$ cat config.mk
export PLATFORM = sky130hd
export DESIGN_NAME = clk_step_ctrl
export DESIGN_NICKNAME = d
export VERILOG_FILES = /design/src/rtl/clk_ctrl_pkg.sv /design/src/rtl/btn_debounce.sv /design/src/rtl/clk_step_ctrl.sv
export SDC_FILE = /design/constraint.sdc
export NUM_CORES = 1
export LEC_CHECK = 0
export BUFFER_PORTS_ARGS = -buffer_cell sky130_fd_sc_hd__buf_4
export CAP_MARGIN = 30
export CORE_MARGIN = 2
export CORE_UTILIZATION = 40
export CTS_BUF_LIST = sky130_fd_sc_hd__clkbuf_8
export CTS_CLUSTER_DIAMETER = 150
export CTS_CLUSTER_SIZE = 30
export DETAILED_ROUTE_END_ITERATION = 7
export PLACE_DENSITY = 0.61
export REMOVE_ABC_BUFFERS = 1
export SLEW_MARGIN = 5
export SYNTH_ARGS = -nofsm -noshare
export SYNTH_HDL_FRONTEND = slang
export SYNTH_HIERARCHICAL = 1
export SYNTH_SLANG_ARGS = --single-unit
$ cat constraint.sdc
create_clock -name clk -period 2.4 [get_ports clk]
set_input_delay 0.12 -clock clk [delete_from_list [all_inputs] [get_ports clk]]
set_output_delay 0.12 -clock clk [all_outputs]
set_load 0.005 [all_outputs]
$ cat src/rtl/clk_ctrl_pkg.sv
// clk_ctrl_pkg: mode switch encodings and controller state encodings, rev 1.0
`default_nettype none

package clk_ctrl_pkg;

  localparam logic [1:0] MODE_HALT = 2'b00;
  localparam logic [1:0] MODE_RUN  = 2'b01;
  localparam logic [1:0] MODE_FAST = 2'b10;
  localparam logic [1:0] MODE_STEP = 2'b11;

  typedef enum logic [1:0] {
    ST_IDLE    = 2'd0,
    ST_RUN_LO  = 2'd1,
    ST_RUN_HI  = 2'd2,
    ST_STEP_HI = 2'd3
  } state_e;

  function automatic logic is_free_running(input logic [1:0] m);
    return (m == MODE_RUN) || (m == MODE_FAST);
  endfunction

endpackage

`default_nettype wire

$ cat src/rtl/btn_debounce.sv
// btn_debounce: active-low button synchroniser, stability filter and press pulse, rev 1.0
`default_nettype none

module btn_debounce #(
  parameter int unsigned DB_CYCLES = 1000000
) (
  input  logic clk,
  input  logic rst,
  input  logic btn_i,
  output logic press_o
);

  localparam int unsigned     DB_W    = $clog2(DB_CYCLES + 1);
  localparam logic [DB_W-1:0] DB_LAST = DB_W'(DB_CYCLES - 1);

  logic            sync1_q;
  logic            sync2_q;
  logic            level_q;
  logic            press_q;
  logic [DB_W-1:0] cnt_q;
  logic            differ;
  logic            accept;

  assign differ = (sync2_q != level_q);
  // Accept on the DB_CYCLES-th consecutive differing sample.
  assign accept = differ && (cnt_q == DB_LAST);

  always_ff @(posedge clk or negedge rst) begin
    if (!rst) begin
      sync1_q <= 1'b1;
      sync2_q <= 1'b1;
      level_q <= 1'b1;
      press_q <= 1'b0;
      cnt_q   <= '0;
    end else begin
      sync1_q <= btn_i;
      sync2_q <= sync1_q;
      press_q <= accept && !sync2_q;
      if (accept) begin
        level_q <= sync2_q;
        cnt_q   <= '0;
      end else if (differ) begin
        cnt_q <= cnt_q + 1'b1;
      end else begin
        cnt_q <= '0;
      end
    end
  end

  assign press_o = press_q;

endmodule

`default_nettype wire

$ cat src/rtl/clk_step_ctrl.sv
// clk_step_ctrl: processor clock generator with halt, run, fast-run and single-step modes, rev 1.0
`default_nettype none

module clk_step_ctrl
  import clk_ctrl_pkg::*;
#(
  parameter int unsigned CNT_W     = 31,
  parameter int unsigned RUN_HALF  = 25000000,
  parameter int unsigned FAST_HALF = 2500000,
  parameter int unsigned STEP_HALF = 1000,
  parameter int unsigned DB_CYCLES = 1000000,
  parameter int unsigned CYC_W     = 32
) (
  input  logic             clk,
  input  logic             rst,
  input  logic [1:0]       mode,
  input  logic             step_btn,
  output logic             out_clk,
  output logic             tick,
  output logic [CYC_W-1:0] cycle_cnt,
  output logic             running
);

  localparam logic [CNT_W-1:0] RUN_LAST  = CNT_W'(RUN_HALF - 1);
  localparam logic [CNT_W-1:0] FAST_LAST = CNT_W'(FAST_HALF - 1);
  localparam logic [CNT_W-1:0] STEP_LAST = CNT_W'(STEP_HALF - 1);

  logic [1:0]       mode_s1_q;
  logic [1:0]       mode_s2_q;
  state_e           state_q;
  logic [CNT_W-1:0] cnt_q;
  logic [CNT_W-1:0] last_q;
  logic             out_clk_q;
  logic             tick_q;
  logic             running_q;
  logic [CYC_W-1:0] cyc_q;

  logic             press;
  logic             go;
  logic             phase_end;
  logic [CNT_W-1:0] half_last_d;

  btn_debounce #(
    .DB_CYCLES (DB_CYCLES)
  ) u_btn_debounce (
    .clk     (clk),
    .rst     (rst),
    .btn_i   (step_btn),
    .press_o (press)
  );

  assign go          = is_free_running(mode_s2_q);
  // Halt/step during a high phase still gets a full RUN-length low phase.
  assign half_last_d = (mode_s2_q == MODE_FAST) ? FAST_LAST : RUN_LAST;
  assign phase_end   = (cnt_q == last_q);

  always_ff @(posedge clk or negedge rst) begin
    if (!rst) begin
      mode_s1_q <= MODE_HALT;
      mode_s2_q <= MODE_HALT;
      state_q   <= ST_IDLE;
      cnt_q     <= '0;
      last_q    <= '0;
      out_clk_q <= 1'b0;
      tick_q    <= 1'b0;
      running_q <= 1'b0;
      cyc_q     <= '0;
    end else begin
      mode_s1_q <= mode;
      mode_s2_q <= mode_s1_q;
      tick_q    <= 1'b0;
      case (state_q)
        ST_IDLE: begin
          cnt_q     <= '0;
          out_clk_q <= 1'b0;
          if (go) begin
            state_q   <= ST_RUN_LO;
            last_q    <= half_last_d;
            running_q <= 1'b1;
          end else if (press && (mode_s2_q == MODE_STEP)) begin
            state_q   <= ST_STEP_HI;
            last_q    <= STEP_LAST;
            out_clk_q <= 1'b1;
            tick_q    <= 1'b1;
            cyc_q     <= cyc_q + 1'b1;
          end
        end
        ST_RUN_LO: begin
          if (phase_end) begin
            cnt_q <= '0;
            if (go) begin
              state_q   <= ST_RUN_HI;
              last_q    <= half_last_d;
              out_clk_q <= 1'b1;
              tick_q    <= 1'b1;
              cyc_q     <= cyc_q + 1'b1;
            end else begin
              state_q   <= ST_IDLE;
              running_q <= 1'b0;
            end
          end else begin
            cnt_q <= cnt_q + 1'b1;
          end
        end
        ST_RUN_HI: begin
          if (phase_end) begin
            cnt_q     <= '0;
            state_q   <= ST_RUN_LO;
            last_q    <= half_last_d;
            out_clk_q <= 1'b0;
          end else begin
            cnt_q <= cnt_q + 1'b1;
          end
        end
        ST_STEP_HI: begin
          if (phase_end) begin
            cnt_q     <= '0;
            state_q   <= ST_IDLE;
            out_clk_q <= 1'b0;
          end else begin
            cnt_q <= cnt_q + 1'b1;
          end
        end
        default: begin
          state_q   <= ST_IDLE;
          cnt_q     <= '0;
          out_clk_q <= 1'b0;
          running_q <= 1'b0;
        end
      endcase
    end
  end

  assign out_clk   = out_clk_q;
  assign tick      = tick_q;
  assign cycle_cnt = cyc_q;
  assign running   = running_q;

endmodule

`default_nettype wire

==> impl_results.md <==
* Power Total at between 4 and 5 mW
* Clk_skew at between 0.01 and 0.015 ns
* Post-route clock period utilization at 0.932
* Crit path DAT at approximately 2.5 ns
* Fill cell count at ~1200
* Post-DP HPWL at about 7.6 mm
* Synth area leaders: dfrtp_1 48%, xor2_1 9.0%, nor2_1 4.2%
* Met3 WL at approximately 380 um
* Initial core utilization at 0.412
* DRC at 0
* Sw Share at 0.301
* First-pass GRT wire length at 18.7 mm
* Library cells used by synthesis at between 40 and 50
* Top-count cell post-synth: dfrtp_1
* Gr usage total at 0.165
* Critical Path RT at ~2.7 ns
* Fmax at approximately 450 MHz
* Reg clk slew, reported paths at 0.10 ns
* Max-Slew Margin vs Limit at 0.547
* Post-layout util at 0.487
* Minimum clock period at ~2.2 ns
* Setup CP Type: flip-flop to flip-flop
* Core ar. at around 13000 um^2
* Chip Height at 118 um
* Via density at 5.23
* Antenna violations before repair at 0
* Drt initial violations at around 130
* Clk pwr share at 0.281
* I/O Pins at 40
* Post-synthesis sequential area ratio at 0.493
* CTS Buffer Depth at 2
* Die width at around 120 um
* GP Congestion at roughly 0.83
* CTS Buf Count at 9
* Leakage Power at between 2 and 3 nW
* CTS tree: yes
* Cell Pwr Density at 662 nW/um^2
* Share of post-route cells with drive strength above 1 at 0.186
* WL per Instance at ~14 um
* Final wirelength at about 11 mm
* Post-synth EDFFs at 0
* Post-route ant nets at 0
* Ys async rst share at 1.00
* Sum Neg Setup Slack at 0 ns
* Met2 wire len at roughly 5.0 mm
* Post-synth top area cell: dfrtp_1
* Drt first pass iters at 4
* Final nets at roughly 590
* Final Hold Fails at 0
* Max VDD drop at about 0.28 mV
* Total gr overflow at 0
* CTS Root Cell: clkbuf_8
* Status: finished, final reports clean
* Crit Path Max Fanout at 6
* CP startpoint kind: flip-flop
* Ys flop type: dfrtp_1
* H-tree depth at 3
* Largest net degree at the start of global routing at 52
* Synth cell count leaders: 100 x dfrtp_1, 59 x nor2_1, 54 x xor2_1
* Kind of end point of the critical path: flip-flop
* Vias at 3904
* Gate Count Post-Synth at between 500 and 600
* Area Growth Syn to Fin at 18.2%
* Slew @ Worst Pin at ~0.68 ns
* Clock Latency Late Sink at roughly 0.38 ns
* Final setup viols at 0
* Synth Cell Area at roughly 5200 um^2
* Port Buf Inserts at 39
* Max Used Layer: met4
* Worst hold path class: input port to asynchronous set/reset pin
* Sequential share of power at 0.477
* RSZ-0062 raised after global routing: true
* Slew Limit Fails at 0
* Ys Warns at 6
* Row cnt at 41
* Sw Pwr at ~1.2 mW
* Clock Sink Count at roughly 100
* Synthesized flop and latch total at 103
* Antenna cells at 0
* Die area at 14000 um^2
* Met1 Wirelength at roughly 5.2 mm
* Internal power at around 2.9 mW
* Max Cap Viol at 0
* Vias in the first global route at between 3000 and 4000
* Synthesized area per cell at just over 10 um^2
* Gate power share at 0.242
* Area share of the largest cell type after synthesis at 0.478
-- through the flow --
step                      cells  setup WS [ns]  hold WS (ns)  cell area [um^2]
after floorplan             490         -0.208        -0.176              5150
after global placement      724         0.0178         0.206              5880
after detailed placement    724        -0.0195         0.209              5880
after CTS                   745        0.00793         0.331              6140
after global routing        747        -0.0118         0.371              6200
final                       747          0.163         0.321              6200
-- state kept, by name (all words and copies together), names as in the netlist --
| name | count |
|---|---|
| state_q | 2 |
| running | 1 |
| cnt_q | 31 |
| u_btn_debounce/sync2_q | 1 |
| u_btn_debounce/cnt_q | 20 |
| u_btn_debounce/level_q | 1 |
| tick | 1 |
| cycle_cnt | 32 |
| last_q | 7 |
| mode_s1_q | 2 |
| out_clk | 1 |
| u_btn_debounce/sync1_q | 1 |
| mode_s2_q | 2 |
| u_btn_debounce/press_o | 1 |
-- worst paths after layout --
check | from | end | slack, ns | cells after the start
max | last_q[21]$_DFFE_PN0P_ | last_q[22]$_DFFE_PN0P_ | 0.16 | 6
min | rst | u_btn_debounce/press_o$_DFF_PN0_ | 0.32 | 2
max reg2reg | last_q[21]$_DFFE_PN0P_ | last_q[22]$_DFFE_PN0P_ | 0.16 | 6
min reg2reg | u_btn_debounce/sync1_q$_DFF_PN1_ | u_btn_debounce/sync2_q$_DFF_PN1_ | 0.36 | 0
max in group asynchronous | rst | cycle_cnt[5]$_DFFE_PN0P_ | 1.32 | 3
min in group clk | u_btn_debounce/sync1_q$_DFF_PN1_ | u_btn_debounce/sync2_q$_DFF_PN1_ | 0.36 | 0
-- worst max-delay path: stages (launching register included) --
cell and delay [ns]:
dfrtp_1 0.39, or4_1 0.52, o22ai_1 0.14, and3_1 0.24, nand3_2 0.12, o32ai_4 0.34, mux2_2 0.37
-- layer usage --
metal,track usage,up-vias
li1,-,1904
met1,0.228,1900
met2,0.251,83
met3,0.0319,17
met4,0.0729,0
met5,0,-
-- power by group through the flow --
stage	sequential, mW	combinational [mW]	clock, mW
after floorplan	1.97	0.632	0
after global placement	1.99	0.944	0
after detailed placement	1.99	0.963	0
after CTS	1.96	0.975	1.19
after global routing	1.98	1.12	1.25
final	1.96	0.995	1.15
-- area by class of cell --
| type | count | area [um^2] | area share |
|---|---|---|---|
| Tap cell | 172 | 215 | 0.0347 |
| Clock inverter | 6 | 68.8 | 0.0111 |
| Inverter | 17 | 63.8 | 0.0103 |
| Timing Repair Buffer | 69 | 578 | 0.0933 |
| Multi-Input combinational cell | 370 | 2550 | 0.412 |
| Sequential cell | 103 | 2580 | 0.417 |
| Clock buffer | 10 | 138 | 0.0222 |
-- cell usage in the layout (no fill, tap or decap), drive strengths merged, types with 5 or more instances in the layout --
cell type	instances
a211oi	13
a21oi	20
and2	5
and3	22
and4	10
buf	65
clkbuf	10
dfrtp	100
ha	12
inv	21
mux2	6
nand2	30
nand3	33
nand4	26
nor2	59
nor3	5
nor4	8
or3	5
or4	5
xnor2	24
xor2	54
-- cells by family (layout without fill, tap and decap cells) --
family,Yosys count,count (layout),synth area share
DFF,103,103,0.493
adders and majority gates,12,12,0.0287
xor gates and xnor gates,78,78,0.130
muxes,10,10,0.0205
AOI/OAI and AO/OA,55,55,0.0821
buffers and inverters,35,102,0.0291
and+or+nand+nor,215,215,0.217
-- what timing repair did --
item	in CTS	in global routing
hold buffers	4	0
pin swaps	0	3
gates resized for setup	0	7
hold endpoints to repair	49	0
setup buffers	1	2
setup endpoints to repair	6	10
Note: power is estimated with default switching activity, not from simulation.
